$ cat config.mk
export PLATFORM = sky130hd
export DESIGN_NAME = stream_fifo
export DESIGN_NICKNAME = d
export VERILOG_FILES = /design/src/rtl/stream_fifo.sv
export SDC_FILE = /design/constraint.sdc
export NUM_CORES = 1
export LEC_CHECK = 0
export ABC_AREA = 1
export BUFFER_PORTS_ARGS = -buffer_cell sky130_fd_sc_hd__buf_4
export CAP_MARGIN = 0
export CORE_ASPECT_RATIO = 0.75
export CORE_UTILIZATION = 50
export CTS_CLUSTER_SIZE = 24
export DETAILED_ROUTE_END_ITERATION = 8
export MAX_ROUTING_LAYER = met4
export PLACE_DENSITY = 0.64
export SYNTH_ARGS = -nofsm -noshare
export SYNTH_HDL_FRONTEND = slang
export SYNTH_SLANG_ARGS = --single-unit
export TNS_END_PERCENT = 5
$ cat constraint.sdc
create_clock -name clk -period 9.8 [get_ports clk]
set_clock_uncertainty 0.1 [all_clocks]
set_input_delay 1.96 -clock clk [delete_from_list [all_inputs] [get_ports clk]]
set_output_delay 1.96 -clock clk [all_outputs]
set_load 0.01 [all_outputs]
$ cat src/rtl/stream_fifo.sv
// stream_fifo: parametrised valid/ready FIFO with selectable first-word-fall-through or
// registered output, occupancy count, almost-full/almost-empty flags and synchronous flush.
module stream_fifo #(
    parameter int unsigned WIDTH     = 32,
    parameter int unsigned DEPTH     = 8,
    parameter int unsigned FWFT      = 1,
    parameter int unsigned AF_THRESH = DEPTH - 2,
    parameter int unsigned AE_THRESH = 1
) (
    input  logic                         clk,
    input  logic                         reset,
    input  logic                         flush,
    input  logic                         in_valid,
    output logic                         in_ready,
    input  logic [WIDTH-1:0]             in_data,
    output logic                         out_valid,
    input  logic                         out_ready,
    output logic [WIDTH-1:0]             out_data,
    output logic [$clog2(DEPTH+1)-1:0]   count,
    output logic                         almost_full,
    output logic                         almost_empty
);

    localparam int unsigned CW = $clog2(DEPTH + 1);
    localparam int unsigned PW = (DEPTH > 1) ? $clog2(DEPTH) : 1;
    localparam logic [CW-1:0] Full    = CW'(DEPTH);
    localparam logic [CW-1:0] AfLvl   = CW'(AF_THRESH);
    localparam logic [CW-1:0] AeLvl   = CW'(AE_THRESH);
    localparam logic [PW-1:0] LastPtr = PW'(DEPTH - 1);

    if (DEPTH < 2) begin : g_bad_depth
        $error("stream_fifo: DEPTH must be at least 2");
    end
    if (AF_THRESH > DEPTH) begin : g_bad_af
        $error("stream_fifo: AF_THRESH must not exceed DEPTH");
    end
    if (AE_THRESH >= DEPTH) begin : g_bad_ae
        $error("stream_fifo: AE_THRESH must be below DEPTH");
    end

    logic [WIDTH-1:0] mem_q [DEPTH];
    logic [WIDTH-1:0] mem_d [DEPTH];
    logic [PW-1:0]    wptr_q, wptr_d;
    logic [PW-1:0]    rptr_q, rptr_d;
    logic [CW-1:0]    count_q, count_d;
    // Output register, only active when FWFT == 0.
    logic             ov_q, ov_d;
    logic [WIDTH-1:0] od_q, od_d;

    logic push, pop, rd_en, wr_en, load, st_empty;

    function automatic logic [PW-1:0] ptr_inc(input logic [PW-1:0] p);
        return (p == LastPtr) ? '0 : p + PW'(1);
    endfunction

    // Handshake and visible head entry.
    always_comb begin
        in_ready     = (count_q < Full) && !flush && !reset;
        out_valid    = (FWFT != 0) ? (count_q != '0) : ov_q;
        out_data     = (FWFT != 0) ? ((count_q != '0) ? mem_q[rptr_q] : '0) : od_q;
        push         = in_valid && in_ready;
        pop          = out_valid && out_ready;
        count        = count_q;
        almost_full  = (count_q >= AfLvl);
        almost_empty = (count_q <= AeLvl);
    end

    // Next-state: storage access, output-register refill, pointers and count.
    always_comb begin
        rd_en   = 1'b0;
        wr_en   = 1'b0;
        load    = 1'b0;
        ov_d    = ov_q;
        od_d    = od_q;
        // Entries in storage exclude the one parked in the output register.
        st_empty = (count_q == CW'(ov_q));

        if (FWFT != 0) begin
            rd_en = pop;
            wr_en = push;
        end else begin
            load = !ov_q || pop;
            if (load) begin
                if (!st_empty) begin
                    rd_en = 1'b1;
                    ov_d  = 1'b1;
                    od_d  = mem_q[rptr_q];
                    wr_en = push;
                end else if (push && ov_q) begin
                    // Head leaves while storage is empty: new word goes straight to the
                    // output register so a one-deep stream keeps full throughput.
                    ov_d = 1'b1;
                    od_d = in_data;
                end else begin
                    ov_d  = 1'b0;
                    wr_en = push;
                end
            end else begin
                wr_en = push;
            end
        end

        mem_d = mem_q;
        if (wr_en) begin
            mem_d[wptr_q] = in_data;
        end
        wptr_d = wr_en ? ptr_inc(wptr_q) : wptr_q;
        rptr_d = rd_en ? ptr_inc(rptr_q) : rptr_q;

        case ({push, pop})
            2'b10:   count_d = count_q + CW'(1);
            2'b01:   count_d = count_q - CW'(1);
            default: count_d = count_q;
        endcase

        if (flush) begin
            count_d = '0;
            wptr_d  = '0;
            rptr_d  = '0;
            ov_d    = 1'b0;
        end
    end

    // Control state with synchronous reset.
    always_ff @(posedge clk) begin
        if (reset) begin
            wptr_q  <= '0;
            rptr_q  <= '0;
            count_q <= '0;
            ov_q    <= 1'b0;
            od_q    <= '0;
        end else begin
            wptr_q  <= wptr_d;
            rptr_q  <= rptr_d;
            count_q <= count_d;
            ov_q    <= ov_d;
            od_q    <= od_d;
        end
    end

    // Storage array; contents need no reset since count gates visibility.
    always_ff @(posedge clk) begin
        mem_q <= mem_d;
    end

endmodule

======== After elaboration in Yosys (flattened, before gate mapping) ========
Index checks and enable logic that the tools add are counted.
word-level totals
  register bits after elaboration ......... 266
  input bits .............................. 37
  output and inout port bits .............. 40
  logic and storage cells ................. 47
cells by class
  $add $sub $neg .......................... 4
  order comparisons ....................... 6
  equality and inequality tests ........... 4
  muxes and demuxes ....................... 10
  bitwise logic cells ..................... 2
  reductions and logical operators ........ 10
operator list
  cell                 number
  $bwmux 256           1
  $mux 32              4
  $bmux 32 s3          1
  $demux 32 s3         1
  $ge 4x4->1 const B   2
  $not 3->4            2
  $pmux 4 s2           1
  $add 3x1->3 const B  2
  $eq 3x3->1 const B   2
  $mux 3               2
  $logic_and 1x1->1    5
  $add 4x1->4 const B  1
  $ge 4x3->1 const B   1
  $le 4x1->1 const B   1
  $lt 4x1->1 const B   1
  $lt 4x4->1 const B   1
  $reduce_bool 4->1    1
  $sub 4x1->4 const B  1
  $eq 2x1->1 const B   1
  $eq 2x2->1 const B   1
  $logic_not 1->1      2
  $reduce_bool 2->1    1
  $reduce_or 2->1      1

======== Depth between registers and ports, before layout ========
  depth in word-level cells ............... 6
  depth in mapped cells ................... 13
  gate-level depth less buffers ........... 13

======== Worst setup path before layout ========
Ideal clock, no wire load.
  path kind ............................... input -> register
  start point ............................. input flush
  end point ............................... register mem_q[0] (netlist name), enable pin
  setup time .............................. 0.461 ns
  arrival time ............................ 4.781 ns
  data required time ...................... 9.239 ns
  setup slack ............................. 4.458 ns
  cell stages on the path ................. 5
  buffers on the path ..................... 0
  path through ............................ nor2_2 -> nand3_1 -> inv_1 -> nand2_1 -> nor3_1
between the ends
  longest elaborated chain between the ends .. 4
ends and longest elaborated chain
  what                             RTL line  text
  from (decl)                      12        input logic flush,
  $logic_not 1->1                  58        in_ready = (count_q < Full) && !flush && !reset;
  $logic_and 1x1->1 (2 in series)  58
  $logic_and 1x1->1                61        push = in_valid && in_ready;
  to (signal assigned)             143       mem_q <= mem_d;
  to (decl)                        41        logic [WIDTH-1:0] mem_q [DEPTH];
No other way between the ends.
A chain may end at the register's enable or synchronous reset.

======== Final worst setup path ========
  start point ............................. register rptr_q[0]
  end point ............................... output out_data[21]
between the ends
  longest elaborated chain between the ends .. 5
ends and longest elaborated chain
  what                                         RTL line  text
  from (decl)                                  44        logic [PW-1:0] rptr_q, rptr_d;
  from (signal assigned)                       134       rptr_q <= rptr_d;
  $not 3->4                                    -
  $bmux 32 s3                                  -
  $mux 32 (not written as such) (2 in series)  60        out_data = (FWFT != 0) ? ((count_q != '0) ? mem_q[rptr_q] : '0) : od_q;
  $mux 32                                      60
  to (decl)                                    18        output logic [WIDTH-1:0] out_data,
No other way between the ends. The select of a mux whose other input is x is not followed.

==> flow_metrics.tcl <==
set metrics [dict create \
    outcome "finished, final reports clean" \
    worstReg2RegStart "count[0]$_SDFFE_PP0P_" \
    cp_max_fo 66 \
    timing.slew.headroom_pct 19.5 \
    nets 1124 \
    grt_pass1_wl_um 35700 \
    synth_cell_types 19 \
    setup_tns_ns 0 \
    grt_pass1_vias 6473 \
    yosys.area.top_type "edfxtp_1" \
    fmax_mhz 190 \
    antenna_found_initial 0 \
    yosysSeqAreaShare_pct 71.2 \
    crit_type "reg -> out" \
    setup_ws_ns 4.54 \
    syn_area_um2 11100 \
    synthesis.instances 1012 \
    placed_area_um2 11900 \
    core.rowCount 46 \
    timing_hold_violations_final 0 \
    cts_buffers 26 \
    grt_max_degree 71 \
    yosysWarnings 0 \
    post_cts_buffers 0 \
    startpoint "rptr_q[0]$_SDFFE_PP0P_" \
    area_delta_synth_final_pct 14.4 \
    die_area_um2 22800 \
    p_per_area_nw_per_um2 178 \
    coreArea_um2 21400 \
    num_antenna_cells 0 \
    avgSynthCellArea_um2 10.9 \
    post_cts_resized 0 \
    final.period_utilization_pct 53.6 \
    io_pins 77 \
    wl_per_cell_um 16.7 \
    ant_nets 0 \
    final-setup-viol-count 0 \
    max-cap-violations 0 \
    clk_latency_ns 0.53 \
    dp_hpwl_um 11800 \
    vias 6964 \
    clock-sinks 266 \
    cts_tree "done" \
    cts-root-buf "clkbuf_16" \
    synthTopCellsByArea "edfxtp_1, nand2_1, nor2_1" \
    p_leak_nw 4.91 \
    synth_nets 1057 \
    utilization_pct 59.2 \
    htreeDepth 1 \
    die_w_um 174 \
    cp-start-kind "flip-flop" \
    yosys.area.top_type_share_pct 69.4 \
    grt_util_all_layers_pct 21.3 \
    pre_cts_ws_ns 5.01 \
    final_max_slew_viol_count 0 \
    worst_setup_path_end_kind "primary output" \
    post-route-min-period_ns 5.26 \
    cts_buffer_depth 3 \
    grt_overflow 0 \
    drc 0 \
    path_clk_slew_ns 0.07 \
    gp_congestion 0.845 \
    fin_area_um2 12700 \
    io_buffers 76 \
    ys_ff_latch 266 \
    worst_slew_pin_slew_ns 1.20 \
    hold_buffers 0 \
    wl_um 23200 \
    via_per_inst 5.02 \
    worstHoldStart "count[0]$_SDFFE_PP0P_" \
    start_util_pct 51.8 \
    hp-class "reg -> reg" \
    die_h_um 131 \
    crit_arrival_ns 3.20 \
    drive_gt1_share_pct 12.5 \
    dr.pass1.iters 5 \
    critical_path_required_ns 7.74 \
    rsz0062_at_grt "no" \
    drtIter0Drc 477 \
    ir_drop_uv 148 \
    p_total_mw 2.25 \
]
-- metrics by stage --
| step | cells | hold slack [ns] |
|---|---|---|
| after CTS | 1387 | 0.469 |
| final | 1387 | 0.471 |
| after global placement | 1339 | 0.477 |
| after global routing | 1387 | 0.532 |
| after detailed placement | 1339 | 0.461 |
| after floorplan | 1012 | 0.427 |
-- critical path, stage by stage (launching register included) --
cell and delay, ns:
dfxtp_4 0.53, inv_4 0.58, buf_4 0.68, nand2_1 0.10, nand2_1 0.08, nand2_1 0.05, nand3_1 0.08, nand2_1 0.06
nor2_1 0.24, buf_4 0.17
-- cell usage in the layout, fill, tap and decap left out, drive strengths merged --
cell type,n
edfxtp,256
nand2,242
nor2,173
o21ai,104
buf,91
inv,86
nand3,70
clkbuf,34
clkinv,13
dfxtp,10
ha,8
a21oi,6
nor3,5
xor2,1
-- state kept, by name (all words and copies together) (netlist names) --
signal,cells
mem_q,256
count,4
rptr_q,3
wptr_q,3
-- cell usage after synthesis, drive strengths merged --
cell type	n
a21oi	6
xor2	1
o21ai	104
nor2	173
nand3	70
buf	31
clkbuf	21
inv	85
dfxtp	10
nand2	242
edfxtp	256
nor3	5
ha	8
-- cells by family (layout without fill, tap and decap cells) --
group	Yosys count	in the layout	share of synthesized area (%)
AOI/OAI and AO/OA	110	110	4.97
xor gates and xnor gates	1	1	0.0791
DFF	266	266	71.2
buffers and inverters	137	224	5.40
adders and majority gates	8	8	0.903
and+or+nand+nor	490	490	17.5
-- per-layer routing --
metal	vias up	global-route usage (%)	part of all wire (%)
li1	3514	-	-
met1	3282	27.5	46
met2	137	36.3	49
met3	31	2.72	4.1
met4	0	5.21	1.7
met5	-	-	0
-- power breakdown --
part	switching, mW	total (mW)	internal, mW
Clock	0.399	0.902	0.503
Sequential	0.00325	1.25	1.25
Combinational	0.0629	0.0984	0.0355
-- final timing paths --
path | endpoint | slack (ns) | cells after the start
worst max register to register | count[3]$_SDFFE_PP0P_ | 6.52 | 13
worst min-delay path | count[0]$_SDFFE_PP0P_ | 0.47 | 2
worst min register to register | count[0]$_SDFFE_PP0P_ | 0.47 | 2
worst max-delay path | out_data[21] | 4.54 | 9
-- final cells by class --
class                           count  area (um^2)
Fill cell                        1813         8740
Clock inverter                     14         62.6
Timing Repair Buffer               91          683
Sequential cell                   266         7890
Multi-Input combinational cell    609         2650
Clock buffer                       34          702
Inverter                           85          322
Tap cell                          288          360
Power figures use the tool's default switching activity.
